### src/rtl/tis100_pkg.sv
// Shared definitions for the TIS-100 node port unit.
//   - direction codes (index into in_valid/in_ack/out_valid/out_ack)
//   - virtual port selector codes (ANY, LAST, NIL)
//   - ANY read priority order and ANY write rotation
//   - port FSM state encoding
package tis100_pkg;

    localparam int DATA_W_DEF = 11;

    localparam logic [1:0] DIR_UP    = 2'd0;
    localparam logic [1:0] DIR_RIGHT = 2'd1;
    localparam logic [1:0] DIR_DOWN  = 2'd2;
    localparam logic [1:0] DIR_LEFT  = 2'd3;

    localparam logic [2:0] SEL_ANY     = 3'd4;
    localparam logic [2:0] SEL_LAST    = 3'd5;
    localparam logic [2:0] SEL_NIL     = 3'd6;
    localparam logic [2:0] SEL_NIL_ALT = 3'd7;

    // ANY priority, highest first: entry i lives at [i*2 +: 2].
    localparam logic [7:0] ANY_PRIO = {DIR_DOWN, DIR_UP, DIR_RIGHT, DIR_LEFT};

    typedef enum logic [1:0] {
        ST_IDLE    = 2'd0,
        ST_RD_WAIT = 2'd1,
        ST_WR_WAIT = 2'd2,
        ST_DONE    = 2'd3
    } port_state_e;

    // LAST with no recorded ANY partner behaves exactly like NIL.
    function automatic logic sel_is_nil(input logic [2:0] sel, input logic last_valid);
        return (sel == SEL_NIL) || (sel == SEL_NIL_ALT) || ((sel == SEL_LAST) && !last_valid);
    endfunction

    // ANY write offers walk the same order as the read priority.
    function automatic logic [1:0] any_rot_next(input logic [1:0] dir);
        case (dir)
            DIR_LEFT:  return DIR_RIGHT;
            DIR_RIGHT: return DIR_UP;
            DIR_UP:    return DIR_DOWN;
            default:   return DIR_LEFT;
        endcase
    endfunction

endpackage

### src/rtl/tis_any_prio.sv
// Fixed-priority arbiter for ANY reads, order LEFT > RIGHT > UP > DOWN.
//   req_i  : per-direction valid (index = dir code)
//   gnt_o  : one-hot grant, zero when no request
//   dir_o  : granted direction code (LEFT when no request)
//   any_o  : at least one request present
module tis_any_prio
    import tis100_pkg::*;
(
    input  logic [3:0] req_i,
    output logic [3:0] gnt_o,
    output logic [1:0] dir_o,
    output logic       any_o
);

    logic [1:0] cand;

    always_comb begin
        gnt_o = '0;
        dir_o = DIR_LEFT;
        any_o = |req_i;
        cand  = '0;
        // Walk lowest priority first so the highest-priority hit wins.
        for (int i = 3; i >= 0; i--) begin
            cand = ANY_PRIO[i*2 +: 2];
            if (req_i[cand]) begin
                gnt_o       = '0;
                gnt_o[cand] = 1'b1;
                dir_o       = cand;
            end
        end
    end

endmodule

### src/rtl/tis_port_unit.sv
// Blocking neighbour-port transfer unit of one TIS-100 node.
// Runs the read/write handshakes for a decoded MOV, resolves ANY/LAST/NIL,
// and reports hlt/ackw back to the fetch/jump stage.
//   clk_i, reset_i          : clock, async active-high reset
//   req_i, rd_en_i, wr_en_i : op request and which sides use a port
//   rd_sel_i, wr_sel_i      : port selectors (0..3 dir, 4 ANY, 5 LAST, 6/7 NIL)
//   wr_data_i               : write value for write-only ops
//   in_valid_i/in_data_i    : neighbour offers;  in_ack_o : accept pulse
//   out_valid_o/out_data_o  : our offer;         out_ack_i : neighbour accept
//   rd_data_o               : last read result
//   hlt_o, ackw_o           : busy level, one-cycle completion pulse
//
// state      | meaning
// ST_IDLE    | waiting for req; NIL/no-op sides resolved here
// ST_RD_WAIT | accepting a word from the selected neighbour
// ST_WR_WAIT | offering payload to the selected neighbour
// ST_DONE    | ackw pulse, hlt low, back to idle
module tis_port_unit
    import tis100_pkg::*;
#(
    parameter int DATA_W = DATA_W_DEF
) (
    input  logic                clk_i,
    input  logic                reset_i,
    input  logic                req_i,
    input  logic                rd_en_i,
    input  logic                wr_en_i,
    input  logic [2:0]          rd_sel_i,
    input  logic [2:0]          wr_sel_i,
    input  logic [DATA_W-1:0]   wr_data_i,
    input  logic [3:0]          in_valid_i,
    input  logic [4*DATA_W-1:0] in_data_i,
    output logic [3:0]          in_ack_o,
    output logic [3:0]          out_valid_o,
    output logic [DATA_W-1:0]   out_data_o,
    input  logic [3:0]          out_ack_i,
    output logic [DATA_W-1:0]   rd_data_o,
    output logic                hlt_o,
    output logic                ackw_o
);

    port_state_e       state_q, state_d;
    logic              wr_en_q, wr_en_d;
    logic [2:0]        rd_sel_q, rd_sel_d;
    logic [2:0]        wr_sel_q, wr_sel_d;
    logic [DATA_W-1:0] payload_q, payload_d;
    logic [DATA_W-1:0] rd_data_q, rd_data_d;
    logic [1:0]        last_dir_q, last_dir_d;
    logic              last_valid_q, last_valid_d;
    logic [1:0]        any_ptr_q, any_ptr_d;

    logic [3:0]        prio_gnt;
    logic [1:0]        prio_dir;
    logic              prio_any;

    logic [1:0]        rd_dir;
    logic              rd_xfer;
    logic [DATA_W-1:0] rd_word;
    logic              last_valid_after;
    logic [1:0]        wr_dir;

    tis_any_prio u_any_prio (
        .req_i (in_valid_i),
        .gnt_o (prio_gnt),
        .dir_o (prio_dir),
        .any_o (prio_any)
    );

    always_ff @(posedge clk_i or posedge reset_i) begin
        if (reset_i) begin
            state_q      <= ST_IDLE;
            wr_en_q      <= 1'b0;
            rd_sel_q     <= SEL_NIL;
            wr_sel_q     <= SEL_NIL;
            payload_q    <= '0;
            rd_data_q    <= '0;
            last_dir_q   <= DIR_LEFT;
            last_valid_q <= 1'b0;
            any_ptr_q    <= DIR_LEFT;
        end else begin
            state_q      <= state_d;
            wr_en_q      <= wr_en_d;
            rd_sel_q     <= rd_sel_d;
            wr_sel_q     <= wr_sel_d;
            payload_q    <= payload_d;
            rd_data_q    <= rd_data_d;
            last_dir_q   <= last_dir_d;
            last_valid_q <= last_valid_d;
            any_ptr_q    <= any_ptr_d;
        end
    end

    always_comb begin
        state_d      = state_q;
        wr_en_d      = wr_en_q;
        rd_sel_d     = rd_sel_q;
        wr_sel_d     = wr_sel_q;
        payload_d    = payload_q;
        rd_data_d    = rd_data_q;
        last_dir_d   = last_dir_q;
        last_valid_d = last_valid_q;
        any_ptr_d    = any_ptr_q;
        in_ack_o     = '0;
        out_valid_o  = '0;

        // Read side: only RD_WAIT uses these; NIL reads never reach it.
        if (rd_sel_q == SEL_ANY) begin
            rd_dir  = prio_dir;
            rd_xfer = prio_any;
        end else begin
            rd_dir  = (rd_sel_q == SEL_LAST) ? last_dir_q : rd_sel_q[1:0];
            rd_xfer = in_valid_i[rd_dir];
        end
        rd_word          = in_data_i[int'(rd_dir)*DATA_W +: DATA_W];
        last_valid_after = (rd_sel_q == SEL_ANY) ? 1'b1 : last_valid_q;

        // Write side: decoded purely from registers.
        if (wr_sel_q == SEL_ANY) begin
            wr_dir = any_ptr_q;
        end else if (wr_sel_q == SEL_LAST) begin
            wr_dir = last_dir_q;
        end else begin
            wr_dir = wr_sel_q[1:0];
        end

        case (state_q)
            ST_IDLE: begin
                if (req_i) begin
                    wr_en_d  = wr_en_i;
                    rd_sel_d = rd_sel_i;
                    wr_sel_d = wr_sel_i;
                    if (rd_en_i) begin
                        if (sel_is_nil(rd_sel_i, last_valid_q)) begin
                            // NIL read yields 0 without any handshake.
                            rd_data_d = '0;
                            if (wr_en_i && !sel_is_nil(wr_sel_i, last_valid_q)) begin
                                payload_d = '0;
                                state_d   = ST_WR_WAIT;
                            end else begin
                                state_d = ST_DONE;
                            end
                        end else begin
                            state_d = ST_RD_WAIT;
                        end
                    end else if (wr_en_i) begin
                        if (sel_is_nil(wr_sel_i, last_valid_q)) begin
                            state_d = ST_DONE;
                        end else begin
                            payload_d = wr_data_i;
                            state_d   = ST_WR_WAIT;
                        end
                    end else begin
                        state_d = ST_DONE;
                    end
                end
            end

            ST_RD_WAIT: begin
                if (rd_sel_q == SEL_ANY) begin
                    in_ack_o = prio_gnt;
                end else begin
                    in_ack_o[rd_dir] = in_valid_i[rd_dir];
                end
                if (rd_xfer) begin
                    rd_data_d = rd_word;
                    if (rd_sel_q == SEL_ANY) begin
                        last_dir_d   = rd_dir;
                        last_valid_d = 1'b1;
                    end
                    // Write LAST sees the partner this read may have just set.
                    if (wr_en_q && !sel_is_nil(wr_sel_q, last_valid_after)) begin
                        payload_d = rd_word;
                        state_d   = ST_WR_WAIT;
                    end else begin
                        state_d = ST_DONE;
                    end
                end
            end

            ST_WR_WAIT: begin
                out_valid_o[wr_dir] = 1'b1;
                if (out_ack_i[wr_dir]) begin
                    state_d = ST_DONE;
                    if (wr_sel_q == SEL_ANY) begin
                        last_dir_d   = wr_dir;
                        last_valid_d = 1'b1;
                        any_ptr_d    = DIR_LEFT;
                    end
                end else if (wr_sel_q == SEL_ANY) begin
                    any_ptr_d = any_rot_next(any_ptr_q);
                end
            end

            ST_DONE: begin
                state_d = ST_IDLE;
            end

            default: begin
                state_d = ST_IDLE;
            end
        endcase
    end

    assign out_data_o = payload_q;
    assign rd_data_o  = rd_data_q;
    assign hlt_o      = (state_q == ST_RD_WAIT) || (state_q == ST_WR_WAIT);
    assign ackw_o     = (state_q == ST_DONE);

endmodule

### config.mk
export PLATFORM = sky130hd
export DESIGN_NAME = tis_port_unit
export DESIGN_NICKNAME = d
export VERILOG_FILES = /design/src/rtl/tis100_pkg.sv /design/src/rtl/tis_any_prio.sv /design/src/rtl/tis_port_unit.sv
export SDC_FILE = /design/constraint.sdc
export NUM_CORES = 1
export LEC_CHECK = 0
export CAP_MARGIN = 30
export CORE_UTILIZATION = 43
export DETAILED_ROUTE_END_ITERATION = 10
export GPL_TIMING_DRIVEN = 0
export PLACE_DENSITY = 0.8
export SLEW_MARGIN = 10
export SYNTH_ARGS = -nofsm -noshare
export SYNTH_HDL_FRONTEND = slang
export SYNTH_SLANG_ARGS = --single-unit
### constraint.sdc
create_clock -name clk_i -period 2.9 [get_ports clk_i]
set_input_delay 0.435 -clock clk_i [delete_from_list [all_inputs] [get_ports clk_i]]
set_output_delay 0.435 -clock clk_i [all_outputs]
set_load 0.02 [all_outputs]
# After elaboration in Yosys (flattened, before gate mapping)

Cells that the tools add are included.

Register bits after elaboration: 36
Input port bits: 74
Output and inout bits: 32
Logic and storage cells: 140

$mul: 1
$lt $le $gt $ge: 5
Equal/unequal tests: 29
Shift-type cells: 1
Multiplexer cells: 64
Bitwise operators: 1
Reduce and logical (&&, ||, !) cells: 30

Operators by type and width:

| operator                                                          | number |
|---|---|
| two-way mux 11 bit                                                | 12 |
| case mux 11 bit (2 select lines)                                  | 2 |
| indexed part select 44 x 7 -> 11 bit                              | 1 |
| two-way mux 2 bit                                                 | 20 |
| == test 3 bit, second input constant                              | 12 |
| two-way mux 4 bit                                                 | 4 |
| != test 2 bit, second input constant                              | 8 |
| two-way mux 1 bit                                                 | 14 |
| != test 3 bit, second input constant                              | 4 |
| AND reduction 5 bit                                               | 2 |
| < comparator 2 x 3 -> 1 bit, second input constant                | 3 |
| two-way mux 3 bit                                                 | 3 |
| case mux 2 bit (4 select lines)                                   | 1 |
| AND reduction 8 bit                                               | 1 |
| logical AND 1 bit                                                 | 7 |
| logical OR 1 bit                                                  | 7 |
| binary-select mux 1 bit (select 2 bit)                            | 3 |
| == test 2 bit, second input constant                              | 3 |
| multiplier 2 x 4 -> 6 bit, second input constant                  | 1 |
| case mux 2 bit (3 select lines)                                   | 1 |
| bitwise AND 4 bit                                                 | 1 |
| demux 1 bit (select 2 bit)                                        | 2 |
| == test 2 x 1 -> 1 bit, second input constant                     | 2 |
| greater-or-equal comparator 2 x 1 -> 1 bit, second input constant | 2 |
| other kinds (9)                                                   | 15 |

# Depth between registers and ports, before layout

Depth after elaboration: 12
Mapped depth: 9

# Modules after synthesis

From an unflattened synthesis, not the netlist that was laid out.

Cell total of the unflattened synthesis: 245
Area, all modules: 2546.2 sq um

By module, submodules not included:

| module        | times used | cells an instance | area each (sq um) | seq. area each (sq um) |
|---|---|---|---|---|
| tis_port_unit | 1          | 236               | 2484.9            | 910.9 |
| tis_any_prio  | 1          | 9                 | 61.3              | 0.0 |

# Worst setup path after synthesis

No wires, ideal clock.

Path kind: reg-to-output
Start: register rd_sel_q[1]
End: output in_ack_o[2]
Data arrival time: 2.007 ns
Required time: 2.465 ns
Setup slack: 0.458 ns
Cell stages (with the launch flop): 9
Path buffers: 3
Cells stage by stage: dfstp_2 nand2b_1 or2_1 buf_6 o21ai_1 buf_4 buf_4 or3_1 a21oi_1

Word-level cells in the longest chain between the ends: 10
Elaborated cells between the ends (all ways): 14
Those cells by class: 2 x order compare; 2 x eq/ne; 8 x mux; 1 x bitwise; 1 x reduce/logical

Ends and longest elaborated chain:

| element                                                                                                                | RTL line             | RTL |
|---|---|---|
| from (decl)                                                                                                            | tis_port_unit.sv:44  | `logic [2:0] rd_sel_q, rd_sel_d;` |
| from (signal assigned)                                                                                                 | tis_port_unit.sv:83  | `rd_sel_q <= rd_sel_d;` |
| == test 3 bit                                                                                                          | tis_port_unit.sv:111 | `rd_dir = (rd_sel_q == SEL_LAST) ? last_dir_q : rd_sel_q[1:0];` |
| two-way mux 2 bit                                                                                                      | tis_port_unit.sv:111 |  |
| two-way mux 2 bit                                                                                                      | tis_port_unit.sv:107 | `if (rd_sel_q == SEL_ANY) begin` |
| < comparator 2 x 3 -> 1 bit (not written as such) / greater-or-equal comparator 2 x 1 -> 1 bit (equally long branches) | tis_port_unit.sv:162 | `in_ack_o[rd_dir] = in_valid_i[rd_dir];` |
| logical AND 1 bit (not written as such)                                                                                | tis_port_unit.sv:162 |  |
| two-way mux 1 bit (not written as such)                                                                                | tis_port_unit.sv:162 |  |
| demux 1 bit (select 2 bit)                                                                                             | tis_port_unit.sv:162 |  |
| bitwise AND 4 bit (no source line)                                                                                     | n/a                  |  |
| two-way mux 4 bit (*)                                                                                                  | tis_port_unit.sv:159 | `if (rd_sel_q == SEL_ANY) begin` |
| two-way mux 4 bit (*)                                                                                                  | tis_port_unit.sv:126 | `case (state_q)` |
| to (decl)                                                                                                              | tis_port_unit.sv:33  | `output logic [3:0] in_ack_o,` |

Mark *: on every way between the ends. The rest lies on a longest branch, timed or not. The select of a mux whose other input is x is not followed.

# Final worst setup path

Start: input in_valid_i[1]
End: output in_ack_o[2]

Word-level cells in the longest chain between the ends: 10
Elaborated cells between the ends (all ways): 15
Those cells by class: 2 x order compare; 11 x mux; 1 x bitwise; 1 x reduce/logical

Ends and longest elaborated chain:

| element                                                                                                                | RTL line             | RTL |
|---|---|---|
| from (decl)                                                                                                            | tis_port_unit.sv:31  | `input logic [3:0] in_valid_i,` |
| two-way mux 2 bit (2 in a row)                                                                                         | tis_any_prio.sv:25   | `if (req_i[cand]) begin` |
| two-way mux 2 bit                                                                                                      | tis_port_unit.sv:107 |  |
| < comparator 2 x 3 -> 1 bit (not written as such) / greater-or-equal comparator 2 x 1 -> 1 bit (equally long branches) | tis_port_unit.sv:162 |  |
| logical AND 1 bit (not written as such)                                                                                | tis_port_unit.sv:162 |  |
| two-way mux 1 bit (not written as such)                                                                                | tis_port_unit.sv:162 |  |
| demux 1 bit (select 2 bit)                                                                                             | tis_port_unit.sv:162 |  |
| bitwise AND 4 bit (no source line)                                                                                     | n/a                  |  |
| two-way mux 4 bit (*)                                                                                                  | tis_port_unit.sv:159 |  |
| two-way mux 4 bit (*)                                                                                                  | tis_port_unit.sv:126 |  |

Marks and branches as above.

==> flow_summary.yaml <==
run_status:
  status: "finished clean"
floorplan:
  fp.dieW_um: 79.0
  die_y_um: 79.0
  fp-row-count: 27
  core_area_sq_mm: 0.00561
  start_util_pct: 45.5
  io_pins: 106
  dieArea_sq_mm: 0.00625
yosys:
  synthMuxAreaShare_pct: 25.8
  syn_inst: 249
  synth-edff-count: 0
  syn_area_sq_mm: 0.00255
  async_reset_ff_share_pct: 100
  ys_warn_count: 0
  synth_xor_xnor_area_share_pct: 0
  syn_avg_cell_area_sq_um: 10.3
  ys_seq_area_share_pct: 35.7
  postSynthNetCount: 328
  synth_top_family_by_area: "multiplexers"
  ys_ff_latch: 36
  synth_compound_area_share_pct: 18.5
  synth_adder_area_share_pct: 2.45
  ys.flop_type: "dfrtp_1"
  ys_types: 51
  yosys.area_share.simple_pct: 13.2
timing:
  finalMaxSlewViolations: 0
  setup_viol: 0
  hold_viol_final: 0
  worst_pin_slew_ps: 753
  finalClockSkew_ps: 15.5
  holdWs_ps: 490
  post-route-min-period_ps: 2810
  period_share_pct: 96.7
  max_slew_margin_pct: 49.7
  clock.fmax_ghz: 0.356
min_path:
  min_path_cells: 2
  hp-class: "reg -> reg"
  min_to: "last_dir_q[1]"
  min_from: "last_dir_q[1]"
power_and_ir_drop:
  peakVddDrop_uv: 700
  total_power_mw: 3.86
  swShare_pct: 43.0
  power.leakage_nw: 1.62
  powerDensity_mw_per_mm2: 1010
  p_sw_mw: 1.66
  comb_power_share_pct: 66.6
  seqPwrFrac_pct: 23.8
  internal_power_mw: 2.20
  power.share.clock_pct: 9.6
worst_setup_path:
  endpoint_kind: "output port"
  reg2reg_slack_ps: 250
  cp-startpoint: "in_valid_i[1]"
  r2r_cells: 10
  timing.rr.end: "out_data_o[2]"
  worstPathRequired_ps: 2470
  critPathMaxFanout: 5
  path_class: "in -> out"
  worst_setup_path_start_kind: "input pin"
  critical_path_arrival_ps: 2370
  critical_path.reg2reg.startpoint: "rd_sel_q[2]"
cts:
  hold_buffers: 0
  htree_levels: 2
  clkTransAtPathRegs_ps: 80
  cts_tree: "yes"
  cts_buffer_depth: 2
  insertion_delay_ps: 290
  clock-sinks: 36
  cts_buffers: 5
  cts_root_buf: "clkbuf_8"
drt:
  remaining_drc_errors: 0
  antenna_left: 0
  first_pass_iters: 5
  drt_iter0_drc: 91
  vias: 2470
  avgRoutedWirePerCell_um: 17.3
  viasPerCell: 5.67
  wirelength_um: 7550
layout:
  final_layout_size_suffix_gt1_share_pct: 14.6
  areaGrowthSynthToFinish_pct: 49.9
  layout_commonest_cell: "clkdlybuf4s50_1"
  mostFrequentLayoutCells: "clkdlybuf4s50_1, dfrtp_1, mux2i_1"
  n_antenna_cell: 0
  nets: 442
placed_design:
  place_congestion: 0.797
  port-buffer-count: 105
  dp_hpwl_um: 5740
grt:
  grt_overflow: 0
  antenna_found_initial: 0
  grt_pass1_vias: 2438
  grt_pass1_wl_um: 11900
  grt_use_total_pct: 24.4
  grt_max_degree: 37
flow_run:
  max_cap_violations: 0
[through the flow]
stage	std cells	instance area (sq um)	TNS (ps)	util (%)	worst slack, ps
2_1_floorplan	249	2550	0	-	458
3_3_place_gp	426	3690	-619	65.9	-333
3_5_place_dp	426	3690	-804	65.9	-338
4_1_cts	433	3780	0	67.5	53.0
5_1_grt	436	3820	-23.9	68.2	-23.9
6_report	436	3820	0	68.2	94.7
[cells by family (layout without fill, tap and decap cells)]
family | Yosys count | in the layout
multiplexers | 58 | 58
AND/OR/NAND/NOR | 67 | 67
adder cells (fa/ha/maj) | 5 | 5
AO/OA/AOI/OAI | 61 | 61
flip-flops | 36 | 36
buffers and inverters | 22 | 137
[registers in the layout, summed over array words and instances, names as in the netlist]
name and cells:
any_ptr_q 2, state_q 2, out_data_o 11, wr_en_q 1, rd_data_o 11, last_dir_q 2
wr_sel_q 3, rd_sel_q 3, last_valid_q 1
[worst max-delay path by stage]
stage / slack, ps / to
final: 90 / in_ack_o[2]
after global routing: -20 / in_ack_o[2]
after CTS: 50 / in_ack_o[2]
after detailed placement: -340 / in_ack_o[2]
after global placement: -330 / in_ack_o[2]
after floorplan: 460 / in_ack_o[2]
[metal layers]
layer | GRT usage, % | vias to the layer above | routed length [um]
li1 | - | 1164 | -
met3 | 4.60 | 15 | 589
met2 | 40.2 | 119 | 3660
met5 | 0 | - | 0
met1 | 32.7 | 1172 | 3170
met4 | 6.36 | 0 | 125
[cells in the mapped netlist (2+ instances only)]
library cell,number,area [sq um]
dfrtp_1,28,701
mux2i_1,26,260
nand2_1,19,71.3
nor2_1,19,71.3
mux2_1,12,135
o221ai_1,11,96.3
o22ai_1,11,68.8
mux2_2,10,113
mux2_4,10,150
dfstp_2,8,210
inv_1,8,30.0
o21ai_0,8,40.0
clkbuf_1,7,26.3
a21oi_1,6,30.0
ha_1,5,62.6
nand2b_1,5,31.3
nand3b_1,5,37.5
a31oi_1,4,25.0
buf_4,3,22.5
nor2b_1,3,18.8
a21o_1,2,15.0
a311oi_1,2,17.5
and3b_1,2,17.5
buf_2,2,10.0
buf_6,2,22.5
nand3_1,2,10.0
nor3_1,2,10.0
o21bai_1,2,15.0
or2_1,2,12.5
or3_1,2,12.5
[power by group through the flow]
stage | combinational, mW | clock [mW] | sequential [mW]
floorplan | 1.63 | 0 | 0.994
global placement | 2.43 | 0 | 0.910
detailed placement | 2.47 | 0 | 0.924
CTS | 2.49 | 0.377 | 0.917
global route | 2.77 | 0.395 | 0.948
finish | 2.57 | 0.373 | 0.919
[layout make-up]
cell class                 count  area (sq um)
inverter                       8          30.0
sequential                    36           911
multi-input combinational    191          1540
clock inverter                 2          10.0
timing repair buffer         108          1090
fill                         465          1780
buffer                        13          78.8
tap                           72          90.1
clock buffer                   6          82.6
[critical path: stages]
cell and delay, ps:
clkdlybuf4s50_1 550, inv_1 90, a311oi_2 290, a2bb2oi_1 160
or3_1 390, a21oi_1 130, clkdlybuf4s15_1 320
[repair_timing]
| item | CTS | global route |
|---|---|---|
| pin swaps | 0 | 0 |
| buffers inserted | 0 | 3 |
| resized for setup | 6 | 5 |
| setup endpoints to repair | 4 | 5 |
(Power assumes the default switching activity.)
